### config.mk
export PLATFORM = sky130hd
export DESIGN_NAME = cp0_regs
export DESIGN_NICKNAME = d
export VERILOG_FILES = /design/src/rtl/cp0_regs_pkg.sv /design/src/rtl/cp0_regs_timer.sv /design/src/rtl/cp0_regs.sv
export SDC_FILE = /design/constraint.sdc
export NUM_CORES = 1
export LEC_CHECK = 0
export BUFFER_PORTS_ARGS = -buffer_cell sky130_fd_sc_hd__buf_2
export CORE_MARGIN = 2
export CORE_UTILIZATION = 54
export CTS_CLUSTER_SIZE = 40
export DETAILED_ROUTE_END_ITERATION = 8
export HOLD_SLACK_MARGIN = 0.05
export PLACE_DENSITY = 0.81
export SLEW_MARGIN = 10
export SYNTH_ARGS = -nofsm -noshare
export SYNTH_HDL_FRONTEND = slang
export SYNTH_HIERARCHICAL = 1
export SYNTH_SLANG_ARGS = --single-unit
### constraint.sdc
create_clock -name clk -period 3.27 [get_ports clk]
set_clock_uncertainty 0.05 [all_clocks]
set_input_delay 0.1635 -clock clk [delete_from_list [all_inputs] [get_ports clk]]
set_output_delay 0.1635 -clock clk [all_outputs]
set_load 0.1 [all_outputs]
### src/rtl/cp0_regs_pkg.sv
// cp0_regs_pkg: shared CP0 definitions.
//   - CP0 register addresses (BadVAddr, Count, Compare, Status, Cause, EPC)
//   - Exception cause codes written into Cause.ExcCode
//   - Status / Cause bit positions and the Status reset value
package cp0_regs_pkg;

    localparam logic [4:0] CP0_BADVADDR = 5'd8;
    localparam logic [4:0] CP0_COUNT    = 5'd9;
    localparam logic [4:0] CP0_COMPARE  = 5'd11;
    localparam logic [4:0] CP0_STATUS   = 5'd12;
    localparam logic [4:0] CP0_CAUSE    = 5'd13;
    localparam logic [4:0] CP0_EPC      = 5'd14;

    typedef enum logic [4:0] {
        EXC_INT  = 5'h00,
        EXC_ADEL = 5'h04,
        EXC_ADES = 5'h05,
        EXC_SYS  = 5'h08,
        EXC_BP   = 5'h09,
        EXC_RI   = 5'h0a,
        EXC_OV   = 5'h0c
    } exc_code_e;

    // Status bit positions
    localparam int unsigned ST_IE    = 0;
    localparam int unsigned ST_EXL   = 1;
    localparam int unsigned ST_IM_LO = 8;
    localparam int unsigned ST_BEV   = 22;

    // Cause bit positions
    localparam int unsigned CA_EXC_LO = 2;
    localparam int unsigned CA_IP_LO  = 8;
    localparam int unsigned CA_TI     = 30;
    localparam int unsigned CA_BD     = 31;

    localparam logic [31:0] STATUS_RESET = 32'h0040_0000;

endpackage

### src/rtl/cp0_regs_timer.sv
// cp0_timer: Count/Compare timer with timer-interrupt flag.
//   clk, resetn     : clock, asynchronous active-low reset
//   count_we_i      : load Count from wdata_i (also restarts the divider)
//   compare_we_i    : load Compare from wdata_i (also clears TI)
//   wdata_i         : write data
//   count_o         : current Count
//   compare_o       : current Compare
//   ti_o            : timer interrupt, set the cycle after Count==Compare
module cp0_timer
    import cp0_regs_pkg::*;
#(
    parameter int unsigned COUNT_DIV2 = 1
) (
    input  logic        clk,
    input  logic        resetn,
    input  logic        count_we_i,
    input  logic        compare_we_i,
    input  logic [31:0] wdata_i,
    output logic [31:0] count_o,
    output logic [31:0] compare_o,
    output logic        ti_o
);

    logic [31:0] count_q, count_d;
    logic [31:0] compare_q, compare_d;
    logic        div_q, div_d;
    logic        ti_q, ti_d;
    logic        tick;

    always_comb begin
        // With the divider enabled Count advances on the odd phase only
        tick      = (COUNT_DIV2 != 0) ? div_q : 1'b1;
        div_d     = (COUNT_DIV2 != 0) ? ~div_q : 1'b0;
        count_d   = count_q + {31'b0, tick};
        compare_d = compare_q;
        ti_d      = ti_q | (count_q == compare_q);
        if (count_we_i) begin
            count_d = wdata_i;
            div_d   = 1'b0;
        end
        if (compare_we_i) begin
            compare_d = wdata_i;
            ti_d      = 1'b0;
        end
    end

    always_ff @(posedge clk or negedge resetn) begin
        if (!resetn) begin
            count_q   <= '0;
            compare_q <= '0;
            div_q     <= 1'b0;
            ti_q      <= 1'b0;
        end else begin
            count_q   <= count_d;
            compare_q <= compare_d;
            div_q     <= div_d;
            ti_q      <= ti_d;
        end
    end

    assign count_o   = count_q;
    assign compare_o = compare_q;
    assign ti_o      = ti_q;

endmodule

### src/rtl/cp0_regs.sv
// cp0_regs: MIPS-style CP0 register file with exception/ERET control.
//   clk, resetn               : clock, asynchronous active-low reset
//   Exc_M, ExcCode_M          : synchronous exception and its cause code
//   PC_M, SL_Addr_M, BD_M     : M-stage PC, load/store address, delay-slot flag
//   Valid_M, Eret_M           : real instruction in M, ERET in M
//   Mtc0_We/Addr/Wdata        : CP0 register write
//   Mfc0_Addr, Mfc0_Rdata     : combinational CP0 read (pre-edge state)
//   Ext_Int                   : level-sensitive hardware interrupts
//   Flush, Redirect_PC        : pipeline squash and new fetch PC
//   EPC_out                   : current EPC
module cp0_regs
    import cp0_regs_pkg::*;
#(
    parameter logic [31:0] EXC_VECTOR = 32'hBFC0_0380,
    parameter int unsigned COUNT_DIV2 = 1
) (
    input  logic        clk,
    input  logic        resetn,
    input  logic        Exc_M,
    input  logic [4:0]  ExcCode_M,
    input  logic [31:0] PC_M,
    input  logic [31:0] SL_Addr_M,
    input  logic        BD_M,
    input  logic        Valid_M,
    input  logic        Eret_M,
    input  logic        Mtc0_We,
    input  logic [4:0]  Mtc0_Addr,
    input  logic [31:0] Mtc0_Wdata,
    input  logic [4:0]  Mfc0_Addr,
    output logic [31:0] Mfc0_Rdata,
    input  logic [5:0]  Ext_Int,
    output logic        Flush,
    output logic [31:0] Redirect_PC,
    output logic [31:0] EPC_out
);

    logic [7:0]  im_q, im_d;
    logic        exl_q, exl_d;
    logic        ie_q, ie_d;
    logic        bd_q, bd_d;
    logic [4:0]  exccode_q, exccode_d;
    logic [1:0]  ip_sw_q, ip_sw_d;
    logic [5:0]  ip_hw_q;
    logic [31:0] epc_q, epc_d;
    logic [31:0] badvaddr_q, badvaddr_d;

    logic [31:0] count, compare;
    logic        ti;
    logic [7:0]  ip;
    logic        int_pend, exc_take, eret_take, mtc0_take;
    logic [4:0]  exc_code;

    assign ip        = {ip_hw_q, ip_sw_q};
    assign int_pend  = Valid_M & ie_q & ~exl_q & (|(ip & im_q));
    assign exc_take  = int_pend | Exc_M;
    assign eret_take = Eret_M & ~exc_take;
    assign mtc0_take = Mtc0_We & ~exc_take & ~Eret_M;
    assign exc_code  = int_pend ? EXC_INT : ExcCode_M;

    cp0_timer #(
        .COUNT_DIV2(COUNT_DIV2)
    ) u_timer (
        .clk          (clk),
        .resetn       (resetn),
        .count_we_i   (mtc0_take && (Mtc0_Addr == CP0_COUNT)),
        .compare_we_i (mtc0_take && (Mtc0_Addr == CP0_COMPARE)),
        .wdata_i      (Mtc0_Wdata),
        .count_o      (count),
        .compare_o    (compare),
        .ti_o         (ti)
    );

    always_comb begin
        im_d       = im_q;
        exl_d      = exl_q;
        ie_d       = ie_q;
        bd_d       = bd_q;
        exccode_d  = exccode_q;
        ip_sw_d    = ip_sw_q;
        epc_d      = epc_q;
        badvaddr_d = badvaddr_q;
        if (exc_take) begin
            // Nested exceptions keep the original return point
            if (!exl_q) begin
                epc_d = BD_M ? (PC_M - 32'd4) : PC_M;
                bd_d  = BD_M;
            end
            exccode_d = exc_code;
            exl_d     = 1'b1;
            if (exc_code == EXC_ADEL || exc_code == EXC_ADES)
                badvaddr_d = (PC_M[1:0] != 2'b00) ? PC_M : SL_Addr_M;
        end else if (eret_take) begin
            exl_d = 1'b0;
        end else if (mtc0_take) begin
            case (Mtc0_Addr)
                CP0_STATUS: begin
                    im_d  = Mtc0_Wdata[ST_IM_LO +: 8];
                    exl_d = Mtc0_Wdata[ST_EXL];
                    ie_d  = Mtc0_Wdata[ST_IE];
                end
                CP0_CAUSE: ip_sw_d = Mtc0_Wdata[CA_IP_LO +: 2];
                CP0_EPC:   epc_d   = Mtc0_Wdata;
                default:   ;
            endcase
        end
    end

    always_ff @(posedge clk or negedge resetn) begin
        if (!resetn) begin
            im_q       <= '0;
            exl_q      <= 1'b0;
            ie_q       <= 1'b0;
            bd_q       <= 1'b0;
            exccode_q  <= '0;
            ip_sw_q    <= '0;
            ip_hw_q    <= '0;
            epc_q      <= '0;
            badvaddr_q <= '0;
        end else begin
            im_q       <= im_d;
            exl_q      <= exl_d;
            ie_q       <= ie_d;
            bd_q       <= bd_d;
            exccode_q  <= exccode_d;
            ip_sw_q    <= ip_sw_d;
            // Timer interrupt shares the IP7 line with Ext_Int[5]
            ip_hw_q    <= {ti | Ext_Int[5], Ext_Int[4:0]};
            epc_q      <= epc_d;
            badvaddr_q <= badvaddr_d;
        end
    end

    always_comb begin
        case (Mfc0_Addr)
            CP0_BADVADDR: Mfc0_Rdata = badvaddr_q;
            CP0_COUNT:    Mfc0_Rdata = count;
            CP0_COMPARE:  Mfc0_Rdata = compare;
            CP0_STATUS:   Mfc0_Rdata = {9'b0, 1'b1, 6'b0, im_q, 6'b0, exl_q, ie_q};
            CP0_CAUSE:    Mfc0_Rdata = {bd_q, ti, 14'b0, ip, 1'b0, exccode_q, 2'b0};
            CP0_EPC:      Mfc0_Rdata = epc_q;
            default:      Mfc0_Rdata = '0;
        endcase
    end

    // Flush is combinational from inputs, so it is gated by reset explicitly
    assign Flush       = resetn & (exc_take | eret_take);
    assign Redirect_PC = !resetn   ? '0 :
                         exc_take  ? EXC_VECTOR :
                         eret_take ? epc_q : '0;
    assign EPC_out     = epc_q;

endmodule

==> impl_metrics.toml <==
[power_and_ir_drop]
seq_power_share_pct = 39.4
p_switching_mw = 3.044
power.density_nw_per_um2 = 608.7
switching_share_pct = 41.26
p_comb_share_pct = 32.8
peakVddDrop_mv = 0.3981
clock_power_share_pct = 27.8
intPower_mw = 4.333
leakage_nw = 5.296

[grt]
grt_pass1_vias = 8608
grt_max_degree = 70
track_usage_pct = 36.92
grt.overflow.total = 0
grt_pass1_wl_mm = 49.28
grt_antenna_before_repair = 1

[yosys]
synth_ff_type = "dfrtp_1"
synth-edff-count = 0
synth_cell_types = 51
synthAdderAreaFrac_pct = 0.4184
synth_area_per_cell_um2 = 9.698
netlist_area_um2 = 8971
muxShareOfSynthArea_pct = 9.930
synth_xor_area_share_pct = 8.689
syn_nets = 1052
synth_area_leaders = "dfrtp_1 (43%), a22oi_1 (7.0%), xnor2_1 (7.0%)"
syn_inst = 925
async_reset_ff_share_pct = 100.0
synth-seq-cells = 154
synth_top_cell_by_area = "dfrtp_1"
synth_compound_area_share_pct = 16.08
ys_seq_area_share_pct = 42.96
yosys.area.top_type_share_pct = 42.96
synth_top_family_by_area = "simple AND/OR/NAND/NOR gates"
yosysMostFrequentCell = "dfrtp_1"
synth_commonest_cells = "dfrtp_1 (154), nand2_1 (111), a22oi_1 (84)"
yosys_warnings = 6
yosys.area_share.simple_pct = 19.05

[floorplan]
die_h_um = 132.9
die_area_um2 = 17660
fp.dieW_um = 132.9
num_io_pins = 221
core_um2 = 16410
start_util_pct = 54.68
rows = 47

[drt]
wl_per_cell_um = 22.57
wl_mm = 32.79
vias_per_cell = 6.262
ant_nets = 0
first_iter_violations = 1102
vias = 9098
drtPass1Iterations = 8
drc = 0

[cells_and_area]
nFillCells = 1060
syn_to_final_growth_pct = 35.09
multiInputGateArea_um2 = 4923
finalInstanceArea_um2 = 12120
fin_nets = 1349
register_area_um2 = 3854
drive_gt1_share_pct = 28.33

[critical_path]
worstPathCellList = "a22oi_1 > nand4_1 > a21oi_1 > and3_2 > and2_1 > buf_2"
crit_path_end_kind = "output pin"
cpMaxStageDelayCell = "and3_2"
crit_fanout = 20
worst_setup_path_start_kind = "flip-flop"
critPathArrivalTime_ns = 2.69
cp.required_ns = 3.06
critPathKind = "flip-flop to output pin"
cpPeakStageDelay_ns = 0.47

[clock_tree]
cts_tree = "yes"
post-cts-setup-buffer-count = 0
htree_levels = 4
root_buffer = "clkbuf_16"
cts_max_path_buffers = 2
cts.sinks = 154
clk_pin_slew_ns = 0.06
cts_made_buffers = 17
clk_latency_ns = 0.43

[sta]
fmax_mhz = 344.1
min_period_over_period_pct = 88.88
setup_tns_ns = 0
fin_crit_ns = 2.906
rsz0062_at_grt = "no"
maxSlewHeadroom_pct = 28.19
timing.final.ws_setup_ns = 0.3636
drv_slew = 0
hold_ws_ns = 0.06278
worstMarginPinSlew_ns = 1.075
setup_viol_count_final = 0
hold_viol_final = 0

[placed_design]
port_buffers = 220
placed_cell_area_um2 = 10540
place_ws_ns = 0.6213
place_congestion = 1.005
hpwl_mm = 23.11

[hold_path]
hold_class = "input port to flip-flop"

[run]
maxCapViolCount = 0

[run_status]
outcome = "finished clean"
logic make-up after synthesis:
family                   count (synthesis)
buffers and inverters                   66
AO/OA/AOI/OAI                          223
flip-flops                             154
multiplexers                            83
adder cells (fa/ha/maj)                  3
AND/OR/NAND/NOR                        307
XOR/XNOR                                89
power groups by stage:
stage,combinational [mW],sequential (mW),clock [mW]
6_report,2.42,2.91,2.05
5_1_grt,2.53,2.93,2.13
4_1_cts,2.38,2.87,2.05
3_5_place_dp,2.27,2.89,0
3_3_place_gp,2.23,2.88,0
2_1_floorplan,1.17,3.20,0
critical path, delay by kind of cell, from the launching register on:
kind | cells | cell delay [ns]
buf+inv | 1 | 0.43
compound gates | 2 | 0.53
simple gates | 3 | 0.89
flops | 1 | 0.40
routing by layer:
layer	up-vias	global-route usage, %	wire length [um]
met4	0	17.14	1555
met1	4344	51.20	12800
met3	118	9.923	3878
met5	-	0	0
li1	3988	-	-
met2	648	54.15	14560
cell usage in the layout (no fill, tap or decap), types with 17 or more instances in the layout:
cell / instances
a22oi_1: 84
clkbuf_16: 17
a21oi_1: 17
dfrtp_1: 154
o21ai_0: 76
mux2i_1: 35
nor2_1: 21
xor2_1: 17
mux2_2: 48
or3_1: 19
buf_4: 17
nand4_1: 18
xnor2_1: 72
nand3_1: 19
and2_1: 22
dlygate4sd3_1: 97
nor3_1: 18
buf_2: 206
nand2_1: 111
final cells by class:
class,count,area share [%]
diodes,1,0.02065
multi-input cells,705,40.63
flip-flops and latches,154,31.80
clock buffers,22,4.078
inverters,9,0.2788
repair buffers,335,19.98
well taps,220,2.271
clock inverters,7,0.9498
sequential cells by signal, indices dropped and copies added (netlist names), 2 cells and up:
name,cells
u_timer/count_o,32
u_timer/compare_o,32
ip_sw_q,2
ip_hw_q,6
EPC_out,32
exccode_q,5
badvaddr_q,32
im_q,8
what timing repair did:
item,CTS,global route
endpoints found under the hold margin,162,0
resized for setup,0,1
hold buffers,97,0
endpoints found under the setup margin,0,1
final timing paths:
check | start | endpoint | slack (ns) | cells past startpoint
min in group asynchronous | resetn | im_q[6] | 0.16 | 2
worst min register to register | u_timer/div_q | u_timer/div_q | 0.39 | 1
max in group asynchronous | resetn | EPC_out[22] | 1.86 | 3
worst min-delay path | PC_M[4] | EPC_out[4] | 0.06 | 3
worst max-delay path | im_q[4] | Redirect_PC[4] | 0.36 | 6
worst max register to register | im_q[4] | u_timer/compare_o[13] | 0.71 | 7
stage by stage:
stage	utilization, %	cells	total power, mW
finish	73.87	1453	7.376
global route	73.87	1453	7.599
CTS	73.84	1452	7.291
detailed placement	64.21	1326	5.161
global placement	64.21	1326	5.104
floorplan	-	925	4.374
No activity file was read; power rests on OpenSTA's default activity.
